### config.mk
export PLATFORM = sky130hd
export DESIGN_NAME = pow2_range_accum_flat
export DESIGN_NICKNAME = d
export VERILOG_FILES = /design/src/rtl/pow2_range_accum_if.sv /design/src/rtl/pow2_range_accum.sv /design/src/flat_wrapper.sv
export SDC_FILE = /design/constraint.sdc
export NUM_CORES = 1
export LEC_CHECK = 0
export CORE_MARGIN = 4
export CORE_UTILIZATION = 61
export DETAILED_ROUTE_END_ITERATION = 12
export GPL_TIMING_DRIVEN = 0
export PLACE_DENSITY = 0.82
export SLEW_MARGIN = 30
export SYNTH_ARGS = -nofsm -noshare
export SYNTH_HDL_FRONTEND = slang
export SYNTH_SLANG_ARGS = --single-unit
### constraint.sdc
create_clock -name clk -period 7 [get_ports clk]
set_clock_uncertainty 0.05 [all_clocks]
set_input_delay 1.4 -clock clk [delete_from_list [all_inputs] [get_ports clk]]
set_output_delay 1.4 -clock clk [all_outputs]
set_load 0.005 [all_outputs]
### src/rtl/pow2_range_accum_if.sv
// ----------------------------------------------------------------------------
// pow2_range_accum_if
//   Request/result handshake bundle for pow2_range_accum.
//
//   start_valid / start_ready : request handshake, lo/hi qualify the request
//   lo, hi                    : first loop index and exclusive loop bound
//   res_valid / res_ready     : result handshake
//   res, overflow             : final value and lost-bits flag, valid with res_valid
//
//   master : the requester / result consumer (drives the request and res_ready)
//   slave  : the accumulator block
// ----------------------------------------------------------------------------
interface pow2_range_accum_if #(
    parameter int WIDTH = 16,
    parameter int IDX_W = 5
);
    logic             start_valid;
    logic             start_ready;
    logic [IDX_W-1:0] lo;
    logic [IDX_W-1:0] hi;
    logic             res_valid;
    logic             res_ready;
    logic [WIDTH-1:0] res;
    logic             overflow;

    modport master (
        output start_valid, lo, hi, res_ready,
        input  start_ready, res_valid, res, overflow
    );

    modport slave (
        input  start_valid, lo, hi, res_ready,
        output start_ready, res_valid, res, overflow
    );
endinterface

### src/rtl/pow2_range_accum.sv
// ----------------------------------------------------------------------------
// pow2_range_accum
//   Sequential producer of the per-generate-block accumulator value. Walks an
//   index i over [lo, hi): the first iteration clears the accumulator, every
//   later iteration adds 2**i, and the total is finally doubled. The result is
//   (sum of 2**i for lo < i < hi) * 2 modulo 2**WIDTH, with an overflow flag
//   set when any term or the doubling lost bits.
//
//   Ports:
//     clk   : rising-edge clock
//     rst_n : asynchronous active-low reset
//     bus   : slave side of pow2_range_accum_if
//             (start_valid/start_ready/lo/hi request, res_valid/res_ready/
//              res/overflow result)
//
//   One request in flight; start_ready is high only while idle.
// ----------------------------------------------------------------------------
module pow2_range_accum #(
    parameter int WIDTH = 16,
    parameter int IDX_W = 5
) (
    input  logic                clk,
    input  logic                rst_n,
    pow2_range_accum_if.slave   bus
);

    typedef enum logic [1:0] {
        IDLE  = 2'd0,
        RUN   = 2'd1,
        SCALE = 2'd2,
        DONE  = 2'd3
    } state_e;

    state_e           state_q, state_d;
    logic [WIDTH-1:0] acc_q,   acc_d;
    logic [IDX_W-1:0] idx_q,   idx_d;
    logic [IDX_W-1:0] lo_q,    lo_d;
    logic [IDX_W-1:0] hi_q,    hi_d;
    logic             ovf_q,   ovf_d;

    // Working values for one RUN iteration
    logic [IDX_W-1:0] idx_inc;
    logic [WIDTH:0]   term;
    logic [WIDTH:0]   sum;

    always_comb begin
        idx_inc = idx_q + {{(IDX_W-1){1'b0}}, 1'b1};
        term    = {{WIDTH{1'b0}}, 1'b1} << idx_q;
        sum     = {1'b0, acc_q} + term;
    end

    // Next-state and datapath update
    always_comb begin
        state_d = state_q;
        acc_d   = acc_q;
        idx_d   = idx_q;
        lo_d    = lo_q;
        hi_d    = hi_q;
        ovf_d   = ovf_q;

        case (state_q)
            IDLE: begin
                if (bus.start_valid) begin
                    lo_d    = bus.lo;
                    hi_d    = bus.hi;
                    idx_d   = bus.lo;
                    acc_d   = '0;
                    ovf_d   = 1'b0;
                    // An empty range skips straight to the doubling step
                    state_d = (bus.lo < bus.hi) ? RUN : SCALE;
                end
            end

            RUN: begin
                if (idx_q == lo_q) begin
                    acc_d = '0;
                end else if (int'(idx_q) >= WIDTH) begin
                    // 2**i does not fit in the accumulator at all
                    ovf_d = 1'b1;
                end else begin
                    acc_d = sum[WIDTH-1:0];
                    ovf_d = ovf_q | sum[WIDTH];
                end
                idx_d = idx_inc;
                // hi is exclusive; leaving here keeps i from ever wrapping
                if (idx_inc == hi_q) begin
                    state_d = SCALE;
                end
            end

            SCALE: begin
                acc_d   = {acc_q[WIDTH-2:0], 1'b0};
                ovf_d   = ovf_q | acc_q[WIDTH-1];
                state_d = DONE;
            end

            DONE: begin
                if (bus.res_ready) begin
                    state_d = IDLE;
                end
            end

            default: begin
                state_d = IDLE;
            end
        endcase
    end

    always_ff @(posedge clk or negedge rst_n) begin
        if (!rst_n) begin
            state_q <= IDLE;
            acc_q   <= '0;
            idx_q   <= '0;
            lo_q    <= '0;
            hi_q    <= '0;
            ovf_q   <= 1'b0;
        end else begin
            state_q <= state_d;
            acc_q   <= acc_d;
            idx_q   <= idx_d;
            lo_q    <= lo_d;
            hi_q    <= hi_d;
            ovf_q   <= ovf_d;
        end
    end

    // Result outputs are gated so intermediate accumulator values never show
    always_comb begin
        bus.start_ready = (state_q == IDLE);
        bus.res_valid   = (state_q == DONE);
        bus.res         = (state_q == DONE) ? acc_q : '0;
        bus.overflow    = (state_q == DONE) & ovf_q;
    end

endmodule

### src/flat_wrapper.sv
// flat-port wrapper written by rule: the top's interface ports become plain ports
module pow2_range_accum_flat 
#(
    parameter int WIDTH = 16,
    parameter int IDX_W = 5
)
  (clk, rst_n, bus_start_valid, bus_lo, bus_hi, bus_res_ready, bus_start_ready, bus_res_valid, bus_res, bus_overflow);
  pow2_range_accum_if #(.WIDTH(WIDTH), .IDX_W(IDX_W)) bus_i ();
  input  logic clk;
  input  logic rst_n;
  input wire logic [$bits(bus_i.start_valid)-1:0] bus_start_valid;
  input wire logic [$bits(bus_i.lo)-1:0] bus_lo;
  input wire logic [$bits(bus_i.hi)-1:0] bus_hi;
  input wire logic [$bits(bus_i.res_ready)-1:0] bus_res_ready;
  output wire logic [$bits(bus_i.start_ready)-1:0] bus_start_ready;
  output wire logic [$bits(bus_i.res_valid)-1:0] bus_res_valid;
  output wire logic [$bits(bus_i.res)-1:0] bus_res;
  output wire logic [$bits(bus_i.overflow)-1:0] bus_overflow;
  assign bus_i.start_valid = bus_start_valid;
  assign bus_i.lo = bus_lo;
  assign bus_i.hi = bus_hi;
  assign bus_i.res_ready = bus_res_ready;
  assign bus_start_ready = bus_i.start_ready;
  assign bus_res_valid = bus_i.res_valid;
  assign bus_res = bus_i.res;
  assign bus_overflow = bus_i.overflow;
  pow2_range_accum #(.WIDTH(WIDTH), .IDX_W(IDX_W)) u_core (.clk(clk), .rst_n(rst_n), .bus(bus_i));
endmodule
* After elaboration in Yosys (flattened, before gate mapping)
Cells that the tools add are included.
Operators by class: equality and inequality tests 10, reduce and logical (&&, ||, !) cells 8, $lt $le $gt $ge 2, shifts and indexed selects 1, add/sub/neg operators 2, mux-type cells 16, bitwise logic cells 3
Operators with widths (number):
- $mux W16 | 4
- $pmux W16 S3 | 1
- $add A16 B17 Y17 | 1
- $shl A1 B5 Y17 const A | 1
- $eq A5 B5 Y1 | 2
- $pmux W5 S2 | 1
- $reduce_and A3 Y1 | 3
- $mux W2 | 4
- $pmux W2 S4 | 1
- $ne A2 B2 Y1 const B | 3
- $add A5 B1 Y5 const B | 1
- $ge A5 B5 Y1 const B | 1
- $lt A5 B5 Y1 | 1
- $mux W5 | 1
- $eq A2 B2 Y1 const B | 2
- $reduce_and A2 Y1 | 2
- $mux W1 | 3
- $ne A3 B2 Y1 const B | 1
- $pmux W1 S3 | 1
- $reduce_bool A3 Y1 | 1
- $eq A2 B1 Y1 const B | 1
- $logic_not A2 Y1 | 1
- $ne A2 B1 Y1 const B | 1
- $or A1 B1 Y1 | 2
- other kinds (2) | 2
Word-level totals: output and inout port bits 19, word-level logic and storage cells 48, input port bits 14, flip-flop bits (word level) 34

* Logic depth before layout (Yosys ltp)
word-level depth 6, depth in mapped cells 11, mapped depth without buffers 11

* Least setup slack after synthesis
OpenSTA, ideal clock, no wires.
path kind reg2reg, start register u_core.idx_q[4], end register u_core.acc_q[12], buffers on the path 1, clock period less this slack 2752 ps, required time 6810 ps, arrival time 2562 ps, library setup time 140 ps, cell stages (with the launch flop) 12, path slack 4248 ps, cell sequence dfrtp_1 -> clkbuf_1 -> nor3_1 -> and2_1 -> ha_1 -> fa_1 -> a211oi_1 -> o21ai_0 -> a21oi_1 -> o21ai_0 -> xnor2_1 -> o221ai_1
Between the ends: longest elaborated chain between the ends 5, elaborated cells between the ends (all ways) 9, those cells by class 1 x add/sub; 1 x order compare; 2 x eq/ne; 1 x shift; 3 x mux; 1 x reduce/logical
RTL lines:
- from (decl) | line pow2_range_accum.sv:36 | logic [IDX_W-1:0] idx_q, idx_d;
- from (signal assigned) | line pow2_range_accum.sv:120 | idx_q <= idx_d;
- $shl A1 B5 Y17 | line pow2_range_accum.sv:48 | term = {{WIDTH{1'b0}}, 1'b1} << idx_q;
- $add A16 B17 Y17 | line pow2_range_accum.sv:49 | sum = {1'b0, acc_q} + term;
- $mux W16 | line pow2_range_accum.sv:77 | end else if (int'(idx_q) >= WIDTH) begin
- $mux W16 | line pow2_range_accum.sv:75 | if (idx_q == lo_q) begin
- $pmux W16 S3 | line pow2_range_accum.sv:61 | case (state_q)
- to (signal assigned) | line pow2_range_accum.sv:112 | acc_q <= '0;
- to (signal assigned) | line pow2_range_accum.sv:119 | acc_q <= acc_d;
- to (decl) | line pow2_range_accum.sv:35 | logic [WIDTH-1:0] acc_q, acc_d;
Several ways; a longest one is shown, not always the timed one. The select of a mux whose other input is x is not followed. A chain may end at the register's enable or synchronous reset.

* Worst setup path after layout
start register u_core.state_q[1], end output bus_res[7]
Between the ends: longest elaborated chain between the ends 2
RTL lines:
- from (decl) | line pow2_range_accum.sv:34 | state_e state_q, state_d;
- from (signal assigned) | line pow2_range_accum.sv:118 | state_q <= state_d;
- $eq A2 B2 Y1 | line pow2_range_accum.sv:131 | bus.res = (state_q == DONE) ? acc_q : '0;
- $mux W16 | line pow2_range_accum.sv:131
- to (decl) | line flat_wrapper.sv:17 | output wire logic [$bits(bus_i.res)-1:0] bus_res;
Every way passes these cells.

==> results.txt <==
xor and xnor area share after synthesis -> 7.69%
IO Count -> 33
setup_tns -> 0 ps
CTS tree -> built
PD cells -> 374 nW/um^2
synthesis warning total -> 0
ANT cells -> 0
Setup Crit Path Kind -> register to output port
syn_nets -> 382
Post-Route WL -> 7010 um
sequential cell area fraction in the yosys report -> 29.9%
crit path DAT -> 2010 ps
Worst path slowest cell -> clkdlybuf4s50_1
Pleak -> 1.47 nW
gr ovfl total -> 0
CP max FO -> 10
routed vias/inst -> 6.06
clk sinks -> 34
Iter 0 DRT Violations -> 283
synthesized instance count -> 336
post-synthesis compound-gate area fraction -> 20.9%
Commonest cells post-synth -> dfrtp_1 (34), ha_1 (31), nand2_1 (30), o21ai_0 (26), nor2_1 (25)
Post-synth EDFFs -> 0
RSZ-0062 raised after global routing -> no
Clock Latency Late Sink -> 290 ps
type of the tightest min-delay check -> register to register
first-pass GRT wire length -> 11600 um
via count -> 2600
Worst-Margin Slew -> 507 ps
setup ws final -> 3540 ps
Max-Cap Viols -> 0
number of cell rows -> 24
crit path launch type -> register
core area -> 4440 um^2
mux contribution to synthesized area -> 2.37%
cell taking the most area after synthesis -> dfrtp_1
CP peak stage delay -> 500 ps
Synth Area in Simple Gates -> 19.3%
fmax -> 0.289 GHz
total count of max-transition violations in the final report -> 0
Peak supply drop -> 300 uV
Finish-stage setup viols -> 0
CTS Buf Count -> 5
Hold Vio Cnt, Final -> 0
Area growth, synth to finish -> 17.7%
width of the die -> 76.3 um
mapped cell area -> 2850 um^2
Resize count post-CTS -> 0
detailed-router iteration count before antenna repair -> 5
Adder-Cell Fraction of Synth Area -> 14.3%
Placed Cells -> 421
Layout fillers -> 343
Clock transition at path regs -> 70 ps
total global routing track utilization -> 24.7%
clock root buffer -> clkbuf_8
GPL Wtd Cong -> 0.952
Avg WL per Cell -> 16.3 um
Fin Hold WS -> 459 ps
DRC viols -> 0
clock buffer depth -> 2
DP Worst Slack -> 3720 ps
Tcrit/Tclk final -> 49.5%
Synth cell types -> 48
Nets -> 422
Synth top area share -> 29.9%
I/O Buffers -> 32
Seq cells post-synth -> 34
die area -> 5830 um^2
layout cells sized above 1 -> 7.43%
vias in the first global route -> 2403
Post-Place Cell Area -> 3260 um^2
status -> completed
Async S/R FF share, synth -> 100%
initial antenna violation count -> 0
top_reg_cell synth -> dfrtp_1
CP cell instances -> ha_1 -> clkbuf_1 -> and2_1 -> clkdlybuf4s50_1
non-filler cells, final -> 429
most numerous cell in the Yosys netlist -> dfrtp_1
Final Cell Area -> 3350 um^2
Die Height -> 76.3 um
Max-slew headroom -> 65.8%
largest net degree at the start of global routing -> 21
hold-fix buffers at CTS -> 0
DRT antenna net count -> 0
H-tree depth -> 2
setup bufs post-CTS -> 0
DP HPWL -> 5380 um
Initial Utilization -> 64.1%
Worst Setup End Kind -> output port
largest family of logic cells by synthesized area -> compound AO/OA/AOI/OAI gates
Period minus WS final -> 3460 ps
mean post-synth cell area -> 8.48 um^2
Area contributors post-synth -> dfrtp_1 (30%), ha_1 (14%), xnor2_1 (4.6%)
Worst EP required -> 5550 ps
registers in the layout, indices dropped and copies added, names as in the netlist:
signal and flops:
u_core.acc_q 16, u_core.hi_q 5, u_core.idx_q 5, u_core.lo_q 5, u_core.ovf_q 1, u_core.state_q 2
path summary, 6_finish.rpt:
path | slack [ps] | endpoint | depth (start not counted) | from
worst max register to register | 3660 | u_core.ovf_q | 11 | u_core.idx_q[4]
worst min register to register | 460 | u_core.hi_q[2] | 2 | u_core.hi_q[2]
min in group asynchronous | 980 | u_core.acc_q[5] | 1 | rst_n
worst max-delay path | 3540 | bus_res[7] | 4 | u_core.state_q[1]
max in group asynchronous | 5490 | u_core.hi_q[1] | 2 | rst_n
worst min-delay path | 460 | u_core.hi_q[2] | 2 | u_core.hi_q[2]
cell families after synthesis:
group / after synthesis
adder cells (fa/ha/maj): 32
AND/OR/NAND/NOR: 109
flip-flops: 34
multiplexers: 6
XOR/XNOR: 25
AO/OA/AOI/OAI: 95
buffers and inverters: 35
cell usage in the layout (no fill, tap or decap), types with 6 or more instances in the layout:
cell,netlist,routed
o21ai_0,26,26
and2_1,14,14
xnor2_1,15,15
nand3_1,7,7
inv_1,20,20
nand2_1,30,30
buf_2,5,6
a31oi_1,9,9
and3_1,7,7
nand2b_1,7,7
a21oi_1,17,17
mux2_2,6,6
o22ai_1,8,8
clkbuf_8,0,6
clkdlybuf4s50_1,0,31
dfrtp_1,34,34
xor2_1,10,10
clkbuf_1,6,6
nor2_1,25,25
ha_1,31,31
routing by layer:
metal,part of all wire (%),GRT usage (%),vias to the layer above,wire length [um]
met3,5.6,4.49,14,395
met2,46,38.5,103,3240
li1,-,-,1279,-
met4,1.4,7.61,0,101
met1,47,34.7,1204,3280
met5,0,0,-,0
power by group:
group          internal, mW  total, mW  switching, mW
sequential            0.272      0.343         0.0709
clock                0.0791      0.158         0.0789
combinational         0.304      0.753          0.448
critical path: cells and delay by family, from the launching register on:
family                     cells  cell delay (ps)
buffers and inverters          2              870
adders and majority gates      1              240
DFF                            1              420
and+or+nand+nor                1              190
through the flow:
step           utilization [%]  power (mW)
2_1_floorplan                -       0.864
3_3_place_gp              72.8        1.05
3_5_place_dp              73.3        1.08
4_1_cts                   75.4        1.24
5_1_grt                   75.4        1.35
6_report                  75.4        1.25
final cells by class:
| type | instances | area, um^2 | area share [%] |
|---|---|---|---|
| plain buffers | 15 | 81.3 | 2.43 |
| clock buffers | 6 | 82.6 | 2.46 |
| clock inverters | 2 | 12.5 | 0.373 |
| inverters | 20 | 75.1 | 2.24 |
| multi-input cells | 267 | 1840 | 54.9 |
| flip-flops and latches | 34 | 851 | 25.4 |
| well taps | 52 | 65.1 | 1.94 |
| repair buffers | 33 | 343 | 10.2 |
Note: power is estimated with default switching activity, not from simulation.
